<file path="src/rtl/voq_scheduler.sv">
// Four-ingress / four-egress VOQ scheduler: one ingress per cycle, rotating
// service order and per-ingress round-robin egress pointers, one grant per egress.
module voq_scheduler (
  input  logic        clk,
  input  logic        reset_n,
  input  logic        sched_start,
  input  logic [15:0] voq_empty,
  output logic        sched_busy,
  output logic        sched_done,
  output logic [3:0]  sched_valid,
  output logic [7:0]  sched_egress
);

  typedef enum logic [1:0] {
    IDLE = 2'd0,
    PICK = 2'd1,
    DONE = 2'd2
  } state_t;

  state_t      r_state;
  logic [1:0]  r_step;
  logic [1:0]  r_ingress_start;
  logic [3:0]  r_picked;
  logic [1:0]  r_prio_ptr [4];
  logic        r_busy;
  logic        r_done;
  logic [3:0]  r_valid;
  logic [7:0]  r_egress;

  logic [1:0]  w_ing;
  logic [3:0]  w_slice;
  logic [1:0]  w_ptr;
  logic [3:0]  w_avail;
  logic [1:0]  w_cand [4];
  logic [3:0]  w_rot;
  logic        w_grant;
  logic [1:0]  w_pick;

  // The ingress under service and its live VOQ flags, sampled this very cycle.
  assign w_ing   = r_ingress_start + r_step;
  assign w_slice = voq_empty[{w_ing, 2'b00} +: 4];
  assign w_ptr   = r_prio_ptr[w_ing];
  assign w_avail = ~w_slice & ~r_picked;

  // Candidate k is the egress k positions past this ingress's priority pointer.
  generate
    for (genvar gi = 0; gi < 4; gi++) begin : g_cand
      assign w_cand[gi] = w_ptr + 2'(gi);
      assign w_rot[gi]  = w_avail[w_cand[gi]];
    end
  endgenerate

  always_comb begin
    w_grant = 1'b0;
    w_pick  = 2'd0;
    for (int k = 3; k >= 0; k--) begin
      if (w_rot[k]) begin
        w_grant = 1'b1;
        w_pick  = w_cand[k];
      end
    end
  end

  always_ff @(posedge clk or negedge reset_n) begin
    if (!reset_n) begin
      r_state         <= IDLE;
      r_step          <= 2'd0;
      r_ingress_start <= 2'd0;
      r_picked        <= 4'd0;
      r_busy          <= 1'b0;
      r_done          <= 1'b0;
      r_valid         <= 4'd0;
      r_egress        <= 8'd0;
      for (int i = 0; i < 4; i++) begin
        r_prio_ptr[i] <= 2'd0;
      end
    end else begin
      case (r_state)
        IDLE: begin
          r_done <= 1'b0;
          if (sched_start) begin
            r_state  <= PICK;
            r_busy   <= 1'b1;
            r_step   <= 2'd0;
            r_picked <= 4'd0;
            r_valid  <= 4'd0;
            r_egress <= 8'd0;
          end
        end
        PICK: begin
          if (w_grant) begin
            r_valid[w_ing]                 <= 1'b1;
            r_egress[{w_ing, 1'b0} +: 2]   <= w_pick;
            r_picked                       <= r_picked | (4'b0001 << w_pick);
            r_prio_ptr[w_ing]              <= w_pick + 2'd1;
          end
          r_step <= r_step + 2'd1;
          if (r_step == 2'd3) begin
            r_state         <= DONE;
            r_done          <= 1'b1;
            r_ingress_start <= r_ingress_start + 2'd1;
          end
        end
        DONE: begin
          r_state <= IDLE;
          r_done  <= 1'b0;
          r_busy  <= 1'b0;
        end
        default: begin
          r_state <= IDLE;
          r_done  <= 1'b0;
          r_busy  <= 1'b0;
        end
      endcase
    end
  end

  assign sched_busy   = r_busy;
  assign sched_done   = r_done;
  assign sched_valid  = r_valid;
  assign sched_egress = r_egress;

endmodule

</file>
<file path="config.mk">
export PLATFORM = sky130hd
export DESIGN_NAME = voq_scheduler
export DESIGN_NICKNAME = d
export VERILOG_FILES = /design/src/rtl/voq_scheduler.sv
export SDC_FILE = /design/constraint.sdc
export NUM_CORES = 1
export LEC_CHECK = 0
export CAP_MARGIN = 5
export CORE_ASPECT_RATIO = 0.8
export CORE_MARGIN = 4
export CORE_UTILIZATION = 55
export DETAILED_ROUTE_END_ITERATION = 8
export GPL_TIMING_DRIVEN = 0
export PLACE_DENSITY = 0.88
export SLEW_MARGIN = 20
export SYNTH_ARGS = -nofsm -noshare
export SYNTH_HDL_FRONTEND = slang
export SYNTH_SLANG_ARGS = --single-unit
</file>
<file path="constraint.sdc">
create_clock -name clk -period 7.4 [get_ports clk]
set_clock_uncertainty 0.1 [all_clocks]
set_input_delay 1.48 -clock clk [delete_from_list [all_inputs] [get_ports clk]]
set_output_delay 1.48 -clock clk [all_outputs]
set_load 0.01 [all_outputs]
</file>
==> results.cfg <==
[yosys]
synth.area.top_cells = dfrtp_1, mux2i_1, ha_1
synth-seq-cells = 32
netlist_instances = 161
postSynth.asyncResetShare_pct = 100
ys_warn_count = 0
synth_cell_types = 44
syn-num-nets = 190
synth_area_um2 = 1810
yosysSeqAreaShare_pct = 44.3
synth_top_area_cell = dfrtp_1
ys.flop_type = dfrtp_1
synth_edf_count = 0
syn_avg_cell_area_um2 = 11.2
synth_top_area_share_pct = 44.3

[global_routing]
grt_max_degree = 33
grtUsageTotal_pct = 21.1
grt_pass1_vias = 1471
met3_usage_pct = 7.12
grt_pass1_wl_um = 6840
antenna_found_initial = 0
met2_usage_pct = 35.3
met1_usage_pct = 26.3
grt_busiest_layer = met2
overflow = 0

[sta]
rsz0062_at_grt = no
period_share_pct = 50.4
worstMarginPinSlew_ns = 0.675
setup_violations = 0
relSlewSlack_pct = 55.0
fmax_ghz = 0.268
hold_viol_final = 0
finalMaxSlewViolations = 0
period_minus_slack_ns = 3.73
fin_tns_setup_ns = 0

[clock_tree]
htree_levels = 2
postCtsSetupBuffers = 0
post_cts_resized = 0
clk_path_buf_depth = 2
insertion_delay_ns = 0.28
ctsHoldBuffers = 0
path_clk_slew_ns = 0.06
numClockSinks = 32
cts_tree = built
root_buffer = clkbuf_8
cts_buffers = 5

[route]
ant_nets = 0
drt-total-wl_um = 3900
vias_per_cell = 5.75
drc_errors = 0
wl_per_cell_um = 16.2
num_vias = 1385
first_iter_violations = 114
firstDrtPassIters = 4

[finish]
final_cell_mix = dfrtp_1, clkdlybuf4s50_1, mux2i_1, nand3_1
syn_to_final_growth_pct = 26.4
drive_above_1_share_pct = 17.9
layout_commonest_cell = dfrtp_1
layout.nets = 229
diodes = 0

[critical_path]
cp_max_fo = 11
critPathSlowestCell = o221ai_2
worstPathRequired_ns = 7.46
cp-end-kind = flop
arrival_ns = 3.79
startpoint_type = input pin
cp_common_cell = mux2i_1
crit_path_max_incr_delay_ns = 0.45
crit_type = input pin to flop
cp_cell_sequence = clkdlybuf4s50_1 > mux2i_1 > mux2i_4 > nor2_2 > mux2i_1 > o221ai_2 > inv_1 > ha_1 > mux2_2

[die]
std_cell_rows = 18
die_area_um2 = 4270
core-area_um2 = 3130
initial_core_util_pct = 57.8
fp.dieW_um = 72.1
io_pins = 33
die_h_um = 59.3

[min_path]
hold_class = flop to flop

[place]
hpwl_um = 3000
portBuffers = 32
gp_congestion = 0.909

[outcome]
outcome = finished clean

[run]
maxCapViolations = 0
-- Yosys cell counts (4+ instances only) --
master   count
a21oi_1      7
dfrtp_1     32
ha_1        10
inv_1       10
mux2_2       9
mux2i_1     13
nand2_1      7
nand3_1     13
nor2_1       9
o21ai_0      5
o31ai_1      4
-- sequential cells by signal (all words and copies together) (netlist names) --
register         flops
r_prio_ptr           8
sched_egress         8
r_step               2
sched_busy           1
r_state              2
r_ingress_start      2
r_picked             4
sched_done           1
sched_valid          4
-- per-stage QoR --
stage | std cells | util, % | setup slack [ns] | instance area (µm²) | hold slack, ns
finish | 241 | 73.0 | 3.67 | 2280 | 0.392
global route | 241 | 73.0 | 3.47 | 2280 | 0.394
CTS | 241 | 73.0 | 3.66 | 2280 | 0.396
detailed placement | 233 | 69.4 | 3.37 | 2170 | 0.385
global placement | 233 | 69.6 | 3.49 | 2180 | 0.367
floorplan | 161 | - | 4.12 | 1810 | 0.347
-- cell families (layout without fill, tap and decap cells) --
family | after synthesis | count (layout) | share of synthesized area, %
buffers and inverters | 16 | 56 | 3.88
AND/OR/NAND/NOR | 42 | 42 | 11.5
flip-flops | 32 | 32 | 44.3
multiplexers | 25 | 25 | 15.6
adder cells (fa/ha/maj) | 10 | 10 | 6.92
XOR/XNOR | 3 | 3 | 2.21
AO/OA/AOI/OAI | 33 | 33 | 15.6
-- final timing paths --
path | slack, ns | depth (start not counted) | to | startpoint
max reg2reg | 3.94 | 11 | r_prio_ptr[1]$_DFFE_PN0P_ | r_step[0]$_DFFE_PN0P_
min in group asynchronous | 1.13 | 1 | r_prio_ptr[0]$_DFFE_PN0P_ | reset_n
max in group asynchronous | 5.63 | 1 | sched_egress[3]$_DFFE_PN0P_ | reset_n
min reg2reg | 0.39 | 1 | r_ingress_start[1]$_DFFE_PN0P_ | r_ingress_start[1]$_DFFE_PN0P_
min | 0.39 | 1 | r_ingress_start[1]$_DFFE_PN0P_ | r_ingress_start[1]$_DFFE_PN0P_
max | 3.67 | 9 | r_prio_ptr[1]$_DFFE_PN0P_ | voq_empty[0]
-- critical path: cells and delay by family --
family	cells	cell delay (ns)
multiplexers	4	0.75
buffers and inverters	2	0.54
AO/OA/AOI/OAI	1	0.45
AND/OR/NAND/NOR	1	0.18
adder cells (fa/ha/maj)	1	0.38
-- metal layers --
metal / share of wire (%) / vias to the layer above / routed length (µm)
met4: 1.7 / 0 / 65
met3: 7.0 / 10 / 274
li1: - / 662 / -
met5: 0 / - / 0
met1: 41 / 661 / 1580
met2: 51 / 52 / 1980
-- cell type report --
cell class / instances / area [µm²]
fillers: 207 / 846
multi-input cells: 113 / 937
repair buffers: 32 / 315
clock buffers: 5 / 68.8
flip-flops and latches: 32 / 801
plain buffers: 5 / 28.8
clock inverters: 3 / 42.5
inverters: 11 / 41.3
well taps: 40 / 50.0
Power is not shown: default switching activity piles up to over one toggle a cycle in this logic, so the estimate is an artifact.
